$ cat src/rtl/wb_rr_arbiter.sv
// Round-robin Wishbone classic (single-beat) arbiter: N_MST masters share one
// slave port. One registered grant per transaction, released on slave ack or
// master abort. The rotation pointer makes the last-served master rank lowest.
// Optional feature: define WB_ARB_TIMEOUT_EN to terminate grants whose slave
// never acks after TIMEOUT busy cycles, returning 32'hDEAD_BEEF with a pulse
// on tout_o.
module wb_rr_arbiter #(
    parameter int N_MST   = 4,
    parameter int TIMEOUT = 255
) (
    input  logic                 clk_i,
    input  logic                 rst_i,
    input  logic [N_MST-1:0]     m_cyc_i,
    input  logic [N_MST-1:0]     m_stb_i,
    input  logic [N_MST-1:0]     m_we_i,
    input  logic [4*N_MST-1:0]   m_sel_i,
    input  logic [32*N_MST-1:0]  m_adr_i,
    input  logic [32*N_MST-1:0]  m_wdat_i,
    output logic [N_MST-1:0]     m_ack_o,
    output logic [31:0]          m_rdat_o,
    output logic                 s_cyc_o,
    output logic                 s_stb_o,
    output logic                 s_we_o,
    output logic [3:0]           s_sel_o,
    output logic [31:0]          s_adr_o,
    output logic [31:0]          s_wdat_o,
    input  logic                 s_ack_i,
    input  logic [31:0]          s_rdat_i,
    output logic [N_MST-1:0]     gnt_o,
    output logic                 tout_o
);

    localparam int             IW        = (N_MST > 1) ? $clog2(N_MST) : 1;
    localparam int             LAST_INIT = N_MST - 1;
    localparam logic [IW:0]    N_L       = N_MST[IW:0];
    localparam logic [IW:0]    ONE_L     = {{IW{1'b0}}, 1'b1};

    typedef enum logic [0:0] {
        IDLE = 1'b0,
        BUSY = 1'b1
    } state_t;

    state_t              state_r;
    logic [N_MST-1:0]    gnt_r;
    logic [IW-1:0]       last_r;

    logic [N_MST-1:0]    req_s;
    logic                found_s;
    logic [IW-1:0]       nxt_idx_s;
    logic [IW:0]         cand_s;
    logic [N_MST-1:0]    nxt_gnt_s;

    logic                gcyc_s;
    logic                gstb_s;
    logic                gwe_s;
    logic [3:0]          gsel_s;
    logic [31:0]         gadr_s;
    logic [31:0]         gwdat_s;
    logic                tout_s;

    assign req_s     = m_cyc_i & m_stb_i;
    assign nxt_gnt_s = {{(N_MST-1){1'b0}}, 1'b1} << nxt_idx_s;

    // Pick the first requester scanning upward from last+1 with wrap-around.
    always_comb begin
        found_s   = 1'b0;
        nxt_idx_s = last_r;
        cand_s    = {1'b0, last_r};
        for (int i = 0; i < N_MST; i++) begin
            cand_s = cand_s + ONE_L;
            if (cand_s >= N_L) begin
                cand_s = cand_s - N_L;
            end else begin
                cand_s = cand_s;
            end
            if (!found_s && req_s[cand_s[IW-1:0]]) begin
                found_s   = 1'b1;
                nxt_idx_s = cand_s[IW-1:0];
            end else begin
                found_s   = found_s;
            end
        end
    end

    // AND-OR mux of the granted master's request; all zero while no grant is held.
    always_comb begin
        gcyc_s  = 1'b0;
        gstb_s  = 1'b0;
        gwe_s   = 1'b0;
        gsel_s  = 4'h0;
        gadr_s  = 32'h0000_0000;
        gwdat_s = 32'h0000_0000;
        for (int k = 0; k < N_MST; k++) begin
            gcyc_s  = gcyc_s  | (m_cyc_i[k] & gnt_r[k]);
            gstb_s  = gstb_s  | (m_stb_i[k] & gnt_r[k]);
            gwe_s   = gwe_s   | (m_we_i[k]  & gnt_r[k]);
            gsel_s  = gsel_s  | (m_sel_i[4*k +: 4]   & {4{gnt_r[k]}});
            gadr_s  = gadr_s  | (m_adr_i[32*k +: 32]  & {32{gnt_r[k]}});
            gwdat_s = gwdat_s | (m_wdat_i[32*k +: 32] & {32{gnt_r[k]}});
        end
    end

`ifdef WB_ARB_TIMEOUT_EN
    localparam int          TW     = (TIMEOUT > 0) ? $clog2(TIMEOUT + 1) : 1;
    localparam logic [TW-1:0] TOUT_L = TIMEOUT[TW-1:0];

    logic [TW-1:0] cnt_r;

    // Count busy cycles without ack; held at zero while idle so each grant starts fresh.
    always_ff @(posedge clk_i) begin
        if (rst_i) begin
            cnt_r <= {TW{1'b0}};
        end else if (state_r != BUSY) begin
            cnt_r <= {TW{1'b0}};
        end else if (!s_ack_i && (cnt_r != TOUT_L)) begin
            cnt_r <= cnt_r + {{(TW-1){1'b0}}, 1'b1};
        end else begin
            cnt_r <= cnt_r;
        end
    end

    assign tout_s = (state_r == BUSY) & gcyc_s & ~s_ack_i & (cnt_r == TOUT_L);
`else
    assign tout_s = 1'b0;
`endif

    // Grant FSM: register the winner in IDLE, release on ack, abort or timeout.
    always_ff @(posedge clk_i) begin
        if (rst_i) begin
            state_r <= IDLE;
            gnt_r   <= {N_MST{1'b0}};
            last_r  <= LAST_INIT[IW-1:0];
        end else begin
            case (state_r)
                IDLE: begin
                    if (found_s) begin
                        state_r <= BUSY;
                        gnt_r   <= nxt_gnt_s;
                        last_r  <= nxt_idx_s;
                    end else begin
                        state_r <= IDLE;
                        gnt_r   <= {N_MST{1'b0}};
                        last_r  <= last_r;
                    end
                end
                BUSY: begin
                    if (s_ack_i || !gcyc_s || tout_s) begin
                        state_r <= IDLE;
                        gnt_r   <= {N_MST{1'b0}};
                    end else begin
                        state_r <= BUSY;
                        gnt_r   <= gnt_r;
                    end
                    last_r <= last_r;
                end
                default: begin
                    state_r <= IDLE;
                    gnt_r   <= {N_MST{1'b0}};
                    last_r  <= last_r;
                end
            endcase
        end
    end

    // A timeout cycle hides the request from the slave while faking the completion.
    assign s_cyc_o  = gcyc_s & ~tout_s;
    assign s_stb_o  = gstb_s & ~tout_s;
    assign s_we_o   = gwe_s;
    assign s_sel_o  = gsel_s;
    assign s_adr_o  = gadr_s;
    assign s_wdat_o = gwdat_s;

    assign m_ack_o  = gnt_r & {N_MST{s_ack_i | tout_s}};
    assign m_rdat_o = tout_s ? 32'hDEAD_BEEF : s_rdat_i;
    assign gnt_o    = gnt_r;
    assign tout_o   = tout_s;

endmodule

$ cat config.mk
export PLATFORM = sky130hd
export DESIGN_NAME = wb_rr_arbiter
export DESIGN_NICKNAME = d
export VERILOG_FILES = /design/src/rtl/wb_rr_arbiter.sv
export SDC_FILE = /design/constraint.sdc
export NUM_CORES = 1
export LEC_CHECK = 0
export CAP_MARGIN = 20
export CORE_AREA = 2 2 168 170
export CTS_CLUSTER_DIAMETER = 120
export DETAILED_ROUTE_END_ITERATION = 12
export DIE_AREA = 0 0 170 172
export GPL_ROUTABILITY_DRIVEN = 0
export PLACE_DENSITY_LB_ADDON = 0.05
export SYNTH_ARGS = -nofsm -noshare
export SYNTH_HDL_FRONTEND = slang
export SYNTH_SLANG_ARGS = --single-unit
$ cat constraint.sdc
create_clock -name clk_i -period 4.5 [get_ports clk_i]
set_clock_uncertainty 0.15 [all_clocks]
set_input_delay 1.125 -clock clk_i [delete_from_list [all_inputs] [get_ports clk_i]]
set_output_delay 1.125 -clock clk_i [all_outputs]
set_load 0.02 [all_outputs]
==> results <==
==> cells by family after synthesis <==
logic type	share of synthesized area
AO/OA/AOI/OAI	0.5866
AND/OR/NAND/NOR	0.1613
buffers and inverters	0.1829
flip-flops	0.06739
other	0.001803
==> placed cells by master, fill, tap and decap left out, drive strengths merged, types with 2 or more instances in the layout <==
| cell | n |
|---|---|
| a21oi | 4 |
| and2 | 4 |
| buf | 8 |
| nand2 | 72 |
| a32o | 4 |
| nor2 | 3 |
| clkdlybuf4s50 | 365 |
| a21o | 2 |
| nand3 | 2 |
| a22oi | 146 |
| inv | 2 |
| dfxtp | 7 |
| clkbuf | 4 |
==> Yosys cell counts <==
master    count
nor2_1        3
a211o_1       1
clkbuf_1     16
o21ai_0       1
nand3_1       2
a311oi_1      1
a21o_1        1
dfxtp_1       7
nand2_1      72
o21bai_1      1
or3_1         1
buf_2         4
a32o_1        4
a211oi_1      1
inv_1         2
nand3b_1      1
a22oi_1     146
and2_1        4
a21o_2        1
nor3_1        1
conb_1        1
buf_4        33
a21oi_1       4
a21bo_2       1
buf_1        12
==> sequential cells by signal, summed over array words and instances, names as in the netlist <==
name     count
gnt_o        4
last_r       2
state_r      1
==> per-layer routing <==
metal  share of wire  GRT usage
met1            0.34     0.1087
met2            0.57     0.2268
met3           0.074    0.01991
met4           0.012    0.01895
met5               0          0
==> worst reg2reg max path, stage by stage, from the launching register on <==
cell and delay, ns:
dfxtp_2 0.32, buf_4 0.49, a22oi_1 0.25, a211o_1 0.36, nor2_1 0.25, a32o_1 0.18
==> area by class of cell <==
cell class / instances / area [um^2]
Antenna cell: 1 / 2.502
Clock buffer: 4 / 78.83
Fill cell: 3077 / 21500
Inverter: 2 / 7.507
Multi-Input combinational cell: 247 / 1559
Sequential cell: 7 / 145.1
Tap cell: 346 / 432.9
Timing Repair Buffer: 373 / 3751
==> where the power goes <==
| part | internal [uW] | switching [uW] | total (uW) |
|---|---|---|---|
| Sequential | 68.7 | 10.5 | 79.2 |
| Combinational | 439 | 325 | 764 |
| Clock | 118 | 32.6 | 150 |
==> stage by stage <==
stage	instance area (um^2)	std cells	hold slack [ns]	power [uW]
final	5977	980	0.4355	993.4
after global routing	5977	980	0.4791	1052
after CTS	5974	979	0.4300	1008
after detailed placement	5896	975	0.4272	852.3
after global placement	5896	975	0.4237	852.8
after floorplan	2079	321	0.3712	392.3
==> worst paths after layout <==
path	from	endpoint	slack [ns]	depth (start not counted)
worst min-delay path	state_r$_SDFF_PP0_	state_r$_SDFF_PP0_	0.44	3
worst max register to register	gnt_o[3]$_SDFFE_PP0P_	gnt_o[1]$_SDFFE_PP0P_	2.43	5
worst min register to register	state_r$_SDFF_PP0_	state_r$_SDFF_PP0_	0.44	3
worst max-delay path	m_cyc_i[3]	s_cyc_o	0.67	4
==> reports/metrics.csv <==
stage,metric,value,unit
clock_tree,cts_resized,0,
place,dpl.hpwl,14.15,mm
timing,hold_viol_final,0,
worst_setup_path,critPathMostFrequentCell,clkdlybuf4s50_1,
synth,ys_types,25,
power_and_ir_drop,irDropWorstVdd,0.00008821,V
synth,syn_nets,640,
routing,via_count,3908,
floorplanning,dieWidth,170,um
worst_setup_path,end_kind,primary output,
worst_setup_path,required,3.22,ns
global_routing,grt_antenna_before_repair,1,
synth,yosysSeqAreaShare,0.06739,
synth,yosysWarningCount,0,
worst_setup_path,cp_top_family,buffers and inverters,
global_routing,grt_overflow,0,
clock_tree,cts_root_buf,clkbuf_16,
clock_tree,cts_inserted_buffers,3,
global_routing,grt.total_usage,0.1074,
cells_and_area,areaGrowthSynthToFinish,187.4,%
timing,fin_crit,3.825,ns
cells_and_area,fin_util,0.2175,
floorplanning,start_util,0.07568,
synth,synth_top_area_share,0.5271,
synth,synthTopCellsByArea,"a22oi_1 (53%), nand2_1 (13%), buf_4 (12%)",
worst_hold_path,min-delay-path-class,flip-flop to flip-flop,
clock_tree,cts_hold_buf,0,
timing,timing.final.ws_setup,0.6749,ns
timing,slew_violations,0,
routing,dr.pass1.iters,4,
global_routing,grt_pass1_wl,24.16,mm
cells_and_area,layout-drive-gt1-share,0.02686,
timing,fin_tns_setup,0,ns
timing,min_period_over_period,0.8500,
power_and_ir_drop,power.leakage,0.002227,uW
clock_tree,cts_tree,built,
worst_setup_path,critical-path-slowest-cell,clkdlybuf4s50_1,
timing,rsz0062_at_grt,no,
timing,max_slew.worst_pin.slew,0.6188,ns
clock_tree,clk_latency,0.23,ns
worst_setup_path,crit_buf_inv,2,
worst_setup_path,cp.arrival,2.55,ns
synth,synth.avg_cell_area,6.478,um^2
floorplanning,die_area,29240,um^2
global_routing,grt_pass1_vias,4024,
worst_setup_path,crit_type,input port to primary output,
cells_and_area,nets,953,
timing,fmax,0.2614,GHz
worst_setup_path,crit_path_start_kind,input port,
floorplanning,rows,61,
synth,synth_area,2079,um^2
timing,final-setup-viol-count,0,
synth,synthCells,321,
routing,antenna_left,0,
routing,finalWirelength,17.80,mm
power_and_ir_drop,power_density,166.2,nW/um^2
worst_setup_path,path_cells,"clkdlybuf4s50_1, a22oi_1, nand2_1, clkdlybuf4s50_1",
floorplanning,io_pins,431,
floorplanning,dieHeight,172,um
clock_tree,cts-htree-levels,1,
routing,drtIter0Drc,98,
status,status,finished clean,
synth,ys_ff_latch,7,
global_routing,grt_max_degree,75,
clock_tree,clk_pin_slew_worst_paths,0.04,ns
floorplanning,core_region_area,27480,um^2
worst_setup_path,slowest_delay,0.62,ns
place,post-place-ws,0.6595,ns
synth,yosysTopAreaCell,a22oi_1,
routing,routedWlPerCell,18.17,um
clock_tree,clock_path_buffers,2,
clock_tree,cts_setup_buffers,0,
timing,relSlewSlack,0.5874,
routing,post-route-drc-count,0,
routing,vias_per_cell,3.988,
run,cap_violations,0,
place,port_buffers,365,
worst_setup_path,cp_max_fo,4,
clock_tree,cts.sinks,7,
(Power assumes the default switching activity.)
